[src/rtl/nvdla_sdp_core_input_mux.sv]
// SDP core input mux: picks the CACC or MRDMA stream per layer and forwards it via a 2-entry skid.
// Optional build macro SDP_CMUX_PERF_EN adds the output-stall cycle counter.
module nvdla_sdp_core_input_mux #(
  parameter int DW = 256
) (
  input  logic          nvdla_core_clk,
  input  logic          nvdla_core_rstn,
  input  logic          reg2dp_op_en,
  input  logic          reg2dp_flying_mode,
  input  logic          cacc2sdp_valid,
  output logic          cacc2sdp_ready,
  input  logic [DW+1:0] cacc2sdp_pd,
  input  logic          sdp_mrdma2cmux_valid,
  output logic          sdp_mrdma2cmux_ready,
  input  logic [DW+1:0] sdp_mrdma2cmux_pd,
  output logic          sdp_cmux2dp_valid,
  input  logic          sdp_cmux2dp_ready,
  output logic [DW-1:0] sdp_cmux2dp_pd,
  output logic          cmux_done,
  output logic [31:0]   dp2reg_cmux_stall
);

  localparam logic [1:0] ST_IDLE  = 2'd0;
  localparam logic [1:0] ST_RUN   = 2'd1;
  localparam logic [1:0] ST_DRAIN = 2'd2;

  logic [1:0]    state_q, state_d;
  logic          sel_src_q, sel_src_d;
  logic [1:0]    occ_q, occ_d;
  logic          wr_ptr_q, rd_ptr_q;
  logic [DW-1:0] ent0_q, ent1_q;
  logic          rdy_q, rdy_d;
  logic          done_q, done_d;

  logic          op_load_s;
  logic          in_valid_s;
  logic [DW-1:0] in_data_s;
  logic          in_layer_end_s;
  logic          push_s;
  logic          pop_s;
  logic          out_valid_s;
  logic          unused_line_end_s;

  assign op_load_s      = reg2dp_op_en & (state_q == ST_IDLE);
  assign in_valid_s     = sel_src_q ? cacc2sdp_valid : sdp_mrdma2cmux_valid;
  assign in_data_s      = sel_src_q ? cacc2sdp_pd[DW-1:0] : sdp_mrdma2cmux_pd[DW-1:0];
  assign in_layer_end_s = sel_src_q ? cacc2sdp_pd[DW+1] : sdp_mrdma2cmux_pd[DW+1];
  // line_end is carried on the input bus but has no role in this block
  assign unused_line_end_s = cacc2sdp_pd[DW] ^ sdp_mrdma2cmux_pd[DW];

  assign out_valid_s = (occ_q != 2'd0);
  assign push_s      = in_valid_s & rdy_q;
  assign pop_s       = out_valid_s & sdp_cmux2dp_ready;

  always_comb begin
    occ_d = occ_q;
    case ({push_s, pop_s})
      2'b10:   occ_d = occ_q + 2'd1;
      2'b01:   occ_d = occ_q - 2'd1;
      default: occ_d = occ_q;
    endcase
  end

  always_comb begin
    state_d = state_q;
    done_d  = 1'b0;
    case (state_q)
      ST_IDLE: begin
        if (op_load_s) state_d = ST_RUN;
        else           state_d = ST_IDLE;
      end
      ST_RUN: begin
        if (push_s && in_layer_end_s) state_d = ST_DRAIN;
        else                          state_d = ST_RUN;
      end
      ST_DRAIN: begin
        // done lines up with the first IDLE cycle after the last pop
        if (occ_d == 2'd0) begin
          state_d = ST_IDLE;
          done_d  = 1'b1;
        end else begin
          state_d = ST_DRAIN;
        end
      end
      default: state_d = ST_IDLE;
    endcase
  end

  always_comb begin
    sel_src_d = op_load_s ? reg2dp_flying_mode : sel_src_q;
    // ready is flopped from next occupancy so the output ready never reaches the input ready
    rdy_d     = (state_d == ST_RUN) & (occ_d != 2'd2);
  end

  always_ff @(posedge nvdla_core_clk or negedge nvdla_core_rstn) begin
    if (!nvdla_core_rstn) begin
      state_q   <= ST_IDLE;
      sel_src_q <= 1'b0;
      occ_q     <= 2'd0;
      rdy_q     <= 1'b0;
      done_q    <= 1'b0;
    end else begin
      state_q   <= state_d;
      sel_src_q <= sel_src_d;
      occ_q     <= occ_d;
      rdy_q     <= rdy_d;
      done_q    <= done_d;
    end
  end

  always_ff @(posedge nvdla_core_clk or negedge nvdla_core_rstn) begin
    if (!nvdla_core_rstn) begin
      wr_ptr_q <= 1'b0;
      rd_ptr_q <= 1'b0;
      ent0_q   <= '0;
      ent1_q   <= '0;
    end else begin
      if (push_s) begin
        if (wr_ptr_q) ent1_q <= in_data_s;
        else          ent0_q <= in_data_s;
        wr_ptr_q <= ~wr_ptr_q;
      end
      if (pop_s) rd_ptr_q <= ~rd_ptr_q;
    end
  end

  assign cacc2sdp_ready       = rdy_q & sel_src_q;
  assign sdp_mrdma2cmux_ready = rdy_q & ~sel_src_q;
  assign sdp_cmux2dp_valid    = out_valid_s;
  assign sdp_cmux2dp_pd       = rd_ptr_q ? ent1_q : ent0_q;
  assign cmux_done            = done_q;

`ifdef SDP_CMUX_PERF_EN
  logic [31:0] stall_q, stall_d;

  always_comb begin
    stall_d = stall_q;
    if (op_load_s) begin
      stall_d = 32'h0;
    end else if ((state_q != ST_IDLE) && out_valid_s && !sdp_cmux2dp_ready &&
                 (stall_q != 32'hFFFF_FFFF)) begin
      stall_d = stall_q + 32'd1;
    end else begin
      stall_d = stall_q;
    end
  end

  always_ff @(posedge nvdla_core_clk or negedge nvdla_core_rstn) begin
    if (!nvdla_core_rstn) stall_q <= 32'h0;
    else                  stall_q <= stall_d;
  end

  assign dp2reg_cmux_stall = stall_q;
`else
  assign dp2reg_cmux_stall = 32'h0;
`endif

endmodule

[config.mk]
export PLATFORM = sky130hd
export DESIGN_NAME = nvdla_sdp_core_input_mux
export DESIGN_NICKNAME = d
export VERILOG_FILES = /design/src/rtl/nvdla_sdp_core_input_mux.sv
export SDC_FILE = /design/constraint.sdc
export NUM_CORES = 1
export LEC_CHECK = 0
export CAP_MARGIN = 20
export CORE_AREA = 4 4 317 319
export CTS_CLUSTER_DIAMETER = 80
export CTS_CLUSTER_SIZE = 28
export DETAILED_ROUTE_END_ITERATION = 7
export DIE_AREA = 0 0 321 323
export PLACE_DENSITY = 0.47
export RECOVER_POWER = 50
export SKIP_CTS_REPAIR_TIMING = 1
export SLEW_MARGIN = 20
export SYNTH_ARGS = -nofsm -noshare
export SYNTH_HDL_FRONTEND = slang
export SYNTH_SLANG_ARGS = --single-unit
[constraint.sdc]
create_clock -name nvdla_core_clk -period 6.74 [get_ports nvdla_core_clk]
set_input_delay 1.011 -clock nvdla_core_clk [delete_from_list [all_inputs] [get_ports nvdla_core_clk]]
set_output_delay 1.011 -clock nvdla_core_clk [all_outputs]
set_load 0.1 [all_outputs]
# After elaboration in Yosys (flattened, before gate mapping)
# Cells that the tools add are included.
# classes
n_mux	11
reduce_logical	6
n_eq_ne	6
addsub	2
bitwise_logic	9
# ops
cell	count
2-to-1 mux 256 bit	2
bitwise AND 1 bit	6
== test 2 x 1 -> 1 bit, second input constant	3
one-hot mux 2 bit (3 select lines)	1
2-to-1 mux 1 bit	5
== test 2 bit, second input constant	2
logical NOT 2 bit	2
2-to-1 mux 2 bit	2
one-hot mux 2 bit (2 select lines)	1
AND reduction 2 bit	2
inverter 1 bit	3
adder 2 x 1 -> 2 bit, second input constant	1
!= test 2 bit, second input constant	1
nonzero test 2 bit	1
subtractor 2 x 1 -> 2 bit, second input constant	1
logical AND 1 bit	1
# totals
word_cells	43
register_bits	521
input_bits	523
out_inout_bits	292

# Logic depth before layout (Yosys ltp)
# Gate-level depths: netlist of run 1.
# logic_depth
ltp_word	9
depth_mapped	7
depth_no_buf	6

# Least setup slack after synthesis of run 1
# Ideal clock, no wire load.
# synth_path
path_kind	flip-flop to output port
from	reg sel_src_q
to	out sdp_mrdma2cmux_ready
setup_slack_ns	3.554
arrival_time_ns	2.175
required_ns	5.729
path_buffers	3
path_stages_with_launch	5
cell_sequence	dfrtp_1 -> buf_2 -> buf_2 -> buf_2 -> nor2b_1
# synth_via
elab_chain_len	2
# synth_lines
item	line	rtl
start, declared	28	logic sel_src_q, sel_src_d;
start signal, assigned	104	sel_src_q <= sel_src_d;
inverter 1 bit	128	assign sdp_mrdma2cmux_ready = rdy_q & ~sel_src_q;
bitwise AND 1 bit	128	
end, declared	14	output logic sdp_mrdma2cmux_ready,
# No other way between the ends.

# Worst setup path in the final report of run 1
# layout_path
from	in sdp_mrdma2cmux_valid
to	reg ent0_q[91]
# layout_via
elab_chain_len	3
# layout_lines
item	line	rtl
start, declared	13	input logic sdp_mrdma2cmux_valid,
2-to-1 mux 1 bit	45	assign in_valid_s = sel_src_q ? cacc2sdp_valid : sdp_mrdma2cmux_valid;
bitwise AND 1 bit	52	assign push_s = in_valid_s & rdy_q;
AND reduction 2 bit (no source line)	--	
end signal, assigned	120	else ent0_q <= in_data_s;
end, declared	31	logic [DW-1:0] ent0_q, ent1_q;
# No other way between the ends.
# A chain may end at the register's enable or synchronous reset.

==> results of run 1 <==
routing by layer:
metal	wire [microns]	share of wire	global-route usage
met1	29900	0.37	0.163
met3	5290	0.066	0.0394
met4	1840	0.023	0.0367
met5	34	0.00042	0
met2	43100	0.54	0.280
layout make-up:
cell class	count	area (sq um)
Multi-Input combinational cell	1095	11900
Clock buffer	37	926
Fill cell	9441	62000
Clock inverter	25	284
Tap cell	1287	1610
Sequential cell	521	13000
Antenna cell	4	10.0
Timing Repair Buffer	805	8080
sequential cells by signal (all words and copies together) (netlist names):
| register | cells |
|---|---|
| sel_src_q | 1 |
| ent0_q | 256 |
| cmux_done | 1 |
| occ_q | 2 |
| ent1_q | 256 |
| state_q | 2 |
| rd_ptr_q | 1 |
| rdy_q | 1 |
| wr_ptr_q | 1 |
logic make-up (layout without fill, tap and decap cells):
group           after synthesis  after routing  synth area share
simple gates                 28             28           0.00692
flops                       521            521             0.508
xor+xnor                      5              5           0.00171
buf+inv                     147            867            0.0326
fa+ha+maj                     1              1          0.000487
compound gates                3              3          0.000682
mux                        1026           1026             0.450
other cells                   1             36          0.000146
final timing paths:
kind | endpoint | slack (ps) | cells past startpoint
setup / recovery | ent0_q[91]$_DFFE_PN0P_ | 1650 | 6
hold / removal | ent0_q[227]$_DFFE_PN0P_ | 510 | 1
setup reg to reg | ent0_q[91]$_DFFE_PN0P_ | 2070 | 5
hold reg to reg | ent0_q[227]$_DFFE_PN0P_ | 510 | 1
max in group asynchronous | ent1_q[81]$_DFFE_PN0P_ | 2980 | 2
min in group asynchronous | ent1_q[95]$_DFFE_PN0P_ | 1460 | 1
stage by stage:
step	hold slack (ps)	setup slack, ps
after floorplan	460	3550
after CTS	509	2120
after detailed placement	490	2760
final	506	1650
after global routing	520	1400
after global placement	483	2750
layout by cell type (no fill, tap or decap), types with 2 or more instances in the layout:
cell             instances
buf_12                   9
nand2_1                  3
nor2_1                   4
xor2_1                   2
clkdlybuf4s50_1        777
inv_6                    3
dfrtp_1                519
clkinv_4                 4
diode_2                  4
nor3_1                   2
nor4bb_1                 2
dfrtp_4                  2
clkinv_2                 2
nor2b_1                  3
clkbuf_1                 7
clkbuf_16               37
clkinv_8                 4
conb_1                  32
buf_4                    9
nand3_1                  2
clkinvlp_4               3
dlygate4sd3_1            2
nor3b_1                  2
nand3b_1                 3
xnor2_1                  3
a21oi_1                  2
inv_8                    7
mux2_2                1025
worst max-delay path, stage by stage:
cell           delay (ps)
dlygate4sd3_1         610
mux2i_1               140
nor3b_1              1750
clkbuf_1             1110
buf_12                370
mux2_2                390
==> summary.txt, run 1 <==
die span in y = 323 microns
Clock Pin Slew Worst Setup and Hold Paths = 80 ps
failing checks = capacitance limit, slew limit
f_max = 0.197 GHz
Num Clock Sinks = 521
total track usage = 0.148
Yosys top cell area share = 0.508
post-synthesis cell type count = 28
die area = 104000 sq um
Max clock buf depth = 3
Avg WL per Cell = 21.2 microns
count leader, synth = mux2_2
Core ar. = 97800 sq um
RSZ-0062 raised after global routing = false
Max Cap Viol = 3
clock latency on the worst-skew pair = 580 ps
Async SR Flop Fraction = 1.00
Hold Path Class = reg2reg
CP Launch Point = sdp_mrdma2cmux_valid
clock skew = 34.6 ps
share of layout cells above drive strength 1 = 0.447
worst hold path startpoint = ent0_q[227]$_DFFE_PN0P_
RR Startpoint = sel_src_q$_DFFE_PN0P_
Post-Synthesis Cell Area = 25700 sq um
min cycle time layout = 5090 ps
DP Cell Count = 3708
largest net degree at the start of global routing = 155
CP endpoint kind = flip-flop
FP Rows = 115
Final Cell Area = 35900 sq um
Top Ports = 815
CTS root buf = clkbuf_16
Fin Setup TNS = 0 ps
synth cell count leaders = mux2_2, dfrtp_1, buf_2
drt drc = 0
wire length of the first global-routing pass = 117000 microns
slew margin rel. = -1.09
drt first pass iters = 5
final hold violations = 0
Post-Syn Area per Cell = 14.8 sq um
status = complete, but fails checks
Vias = 16.7k
CTS Buf Count = 34
Max FO, Critical Path = 62
Critical Path RT = 7180 ps
Seq/Total Area, Yosys = 0.508
number of synthesized flops with an enable pin = 0
final worst-path cycle share = 0.755
Synth area leader = dfrtp_1
vias in the first global route = 18.7k
CP arrival = 5530 ps
Worst-Margin Slew = 3140 ps
Iteration-0 DRC Markers = 476
largest cells by area after synthesis = dfrtp_1, mux2_2, buf_4, buf_2, buf_1
detailed placer's ending HPWL = 59000 microns
Slew Limit Fails = 152
top_reg_cell synth = dfrtp_1
final core utilization = 0.367
initial antenna violation count = 7
yosys warns = 0
vias per cell = 4.42
Antenna Nets Post-Route = 0
GP Congestion = 0.744
CTS tree = yes
post-synthesis cell count = 1732
critical path type = in2reg
grt ovf = 0
final WL = 80100 microns
IO Port Bufs = 780
Initial Util = 0.262
Die X = 321 microns
Final nets = 2981
final setup vio count = 0
Yosys reg bits = 521
CTS H-tree depth = 2
P&R area growth vs syn = 39.7%
placed cell areas = 34700 sq um
Non-Filler Instances = 3774
CP startpoint kind = input pin
Power of run 1 is not shown: default switching activity piles up to over one toggle a cycle in this logic, so the estimate is an artifact.
==> inputs of run 2 (changes only) <==
==> constraint.sdc (replaced) <==
create_clock -name nvdla_core_clk -period 4.7 [get_ports nvdla_core_clk]
set_input_delay 0.705 -clock nvdla_core_clk [delete_from_list [all_inputs] [get_ports nvdla_core_clk]]
set_output_delay 0.705 -clock nvdla_core_clk [all_outputs]
set_load 0.1 [all_outputs]
==> run 2 against run 1 <==
  * The run still ends with capacitance limit, slew limit left
  * Sequential share of layout area is 0.23 points higher
  * Critical path depth is 3 lower
  * Register-to-register slack worse by 1200 ps
  * Global-route usage is 0.12 points lower
  * Sequential cell count stayed put
  * Worst hold slack worse by 3.7 ps
  * Design area is 0.65% lower
  * Critical path type is now reg2out
  * Wire length is 0.29% lower
  * Clock skew is 16 ps lower
  * First-iteration DRC count is 25% lower
  * Utilization is 0.24 points lower
  * Worst setup slack worse by 830 ps
  * Highest routed layer is now met4
==> summary.txt, run 2 (synthesis results as in run 1) <==
Core ar. = 97800 sq um (unchanged)
RSZ-0062 raised after global routing = false
CP endpoint kind = output port
CTS H-tree depth = 2 (unchanged)
min cycle time layout = 3880 ps
CTS Buf Count = 36 (+5.9%)
CTS tree = yes
IO Port Bufs = 780 (unchanged)
clock skew = 19.0 ps (-15.5 ps)
Iteration-0 DRC Markers = 359 (-25%)
largest net degree at the start of global routing = 131 (-15%)
CP arrival = 3170 ps (-2360 ps)
drt first pass iters = 4 (-1)
Hold WS = 503 ps (-3.70 ps)
placed cell areas = 34500 sq um (-0.61%)
drt drc = 0 (unchanged)
vias in the first global route = 18.3k (-1.9%)
failing checks = capacitance limit, slew limit
die area = 104000 sq um (unchanged)
Buf+Inv Stages, Crit Path = 2 (-1)
Avg WL per Cell = 21.1 microns (-0.39%)
total track usage = 0.146 (-0.00124)
Layout fillers = 9506 (+0.69%)
FP Rows = 115 (unchanged)
GP Congestion = 0.766 (+3.0%)
leading registers by flop count = ent0_q x256, ent1_q x256
status = complete, but fails checks
Vias = 16.7k (+0.22%)
die span in y = 323 microns (unchanged)
final worst-path cycle share = 0.825
Antenna Nets Post-Route = 0 (unchanged)
final WL = 79900 microns (-0.29%)
initial antenna violation count = 3 (-4)
Final nets = 2986 (+0.17%)
Top Ports = 815 (unchanged)
Critical Path RT = 3990 ps (-3190 ps)
cell at the slowest stage of the critical path = clkdlybuf4s50_1
RR Startpoint = sel_src_q$_DFFE_PN0P_
CTS root buf = clkbuf_16
grt ovf = 0 (unchanged)
f_max = 0.258 GHz
Max FO, Critical Path = 66 (+6.5%)
most frequent cells in the layout = mux2_2, clkdlybuf4s50_1, dfrtp_1
Fin Setup TNS = 0 ps (unchanged)
Max clock buf depth = 3 (unchanged)
r2r setup slk = 840 ps (-1230 ps)
cell family with most CP delay = buffers and inverters
final setup vio count = 0 (unchanged)
Die X = 321 microns (unchanged)
Worst-Margin Slew = 2610 ps (-530 ps)
worst hold path startpoint = ent0_q[229]$_DFFE_PN0P_
commonest non-fill, non-tap cell in the layout = mux2_2
CP startpoint kind = flip-flop
share of layout cells above drive strength 1 = 0.493 (+0.0461)
Max Cap Viol = 5 (+2)
Slew Limit Fails = 389 (+160%)
critical path type = reg2out
Reg2Reg Depth = 4 (-1)
detailed placer's ending HPWL = 59400 microns (+0.55%)
hold path cells = 1 (unchanged)
Reg-to-Reg End = ent0_q[97]$_DFFE_PN0P_
Initial Util = 0.262 (unchanged)
final hold violations = 0 (unchanged)
Final Cell Area = 35600 sq um (-0.65%)
wire length of the first global-routing pass = 116000 microns (-1.0%)
vias per cell = 4.43 (+0.12%)
hold path endpoint = ent0_q[229]$_DFFE_PN0P_
slowest stage delay, CP = 1170 ps (-580 ps)
Clock Pin Slew Worst Setup and Hold Paths = 90 ps (about the same)
crit path cell chain = buf_12 > mux2_2 > clkdlybuf4s50_1
slew margin rel. = -0.738 (+0.353)
clock latency on the worst-skew pair = 570 ps (about the same)
Num Clock Sinks = 521 (unchanged)
P&R area growth vs syn = 38.8%
Hold Path Class = reg2reg
==> run 2: cell type report <==
class                      count  area [sq um]  share of cell area
timing repair buffer         808          7840               0.220
sequential                   521         13000               0.366
clock inverter                23           256             0.00720
multi-input combinational   1095         11900               0.334
clock buffer                  41           961              0.0270
tap                         1287          1610              0.0452
antenna                        3          7.51            0.000211
==> run 2: per-layer routing <==
metal | vias to the layer above | global-route usage | share of wire
met3 | 86 | 0.0347 | 0.060
met5 | - | 0 | 0
met1 | 8551 | 0.167 | 0.38
met2 | 440 | 0.275 | 0.54
met4 | 0 | 0.0378 | 0.025
li1 | 7651 | - | -
==> run 2: worst max-delay path by stage <==
stage	from	to	depth (start not counted)
finish	rd_ptr_q$_DFFE_PN0P_	sdp_cmux2dp_pd[44]	3
global placement	rd_ptr_q$_DFFE_PN0P_	sdp_cmux2dp_pd[44]	3
CTS	rd_ptr_q$_DFFE_PN0P_	sdp_cmux2dp_pd[47]	3
detailed placement	rd_ptr_q$_DFFE_PN0P_	sdp_cmux2dp_pd[47]	3
global route	nvdla_core_rstn	ent1_q[8]$_DFFE_PN0P_	2
floorplan	sel_src_q$_DFFE_PN0P_	sdp_mrdma2cmux_ready	4
==> run 2: stage by stage <==
step,worst slack [ps],cells,utilization
after floorplan,1820,1763,-
after global placement,1360,3711,0.353
after detailed placement,1360,3711,0.353
after CTS,710,3775,0.365
after global routing,454,3775,0.364
final,824,3778,0.364
Power of run 2 is left out for the same reason.
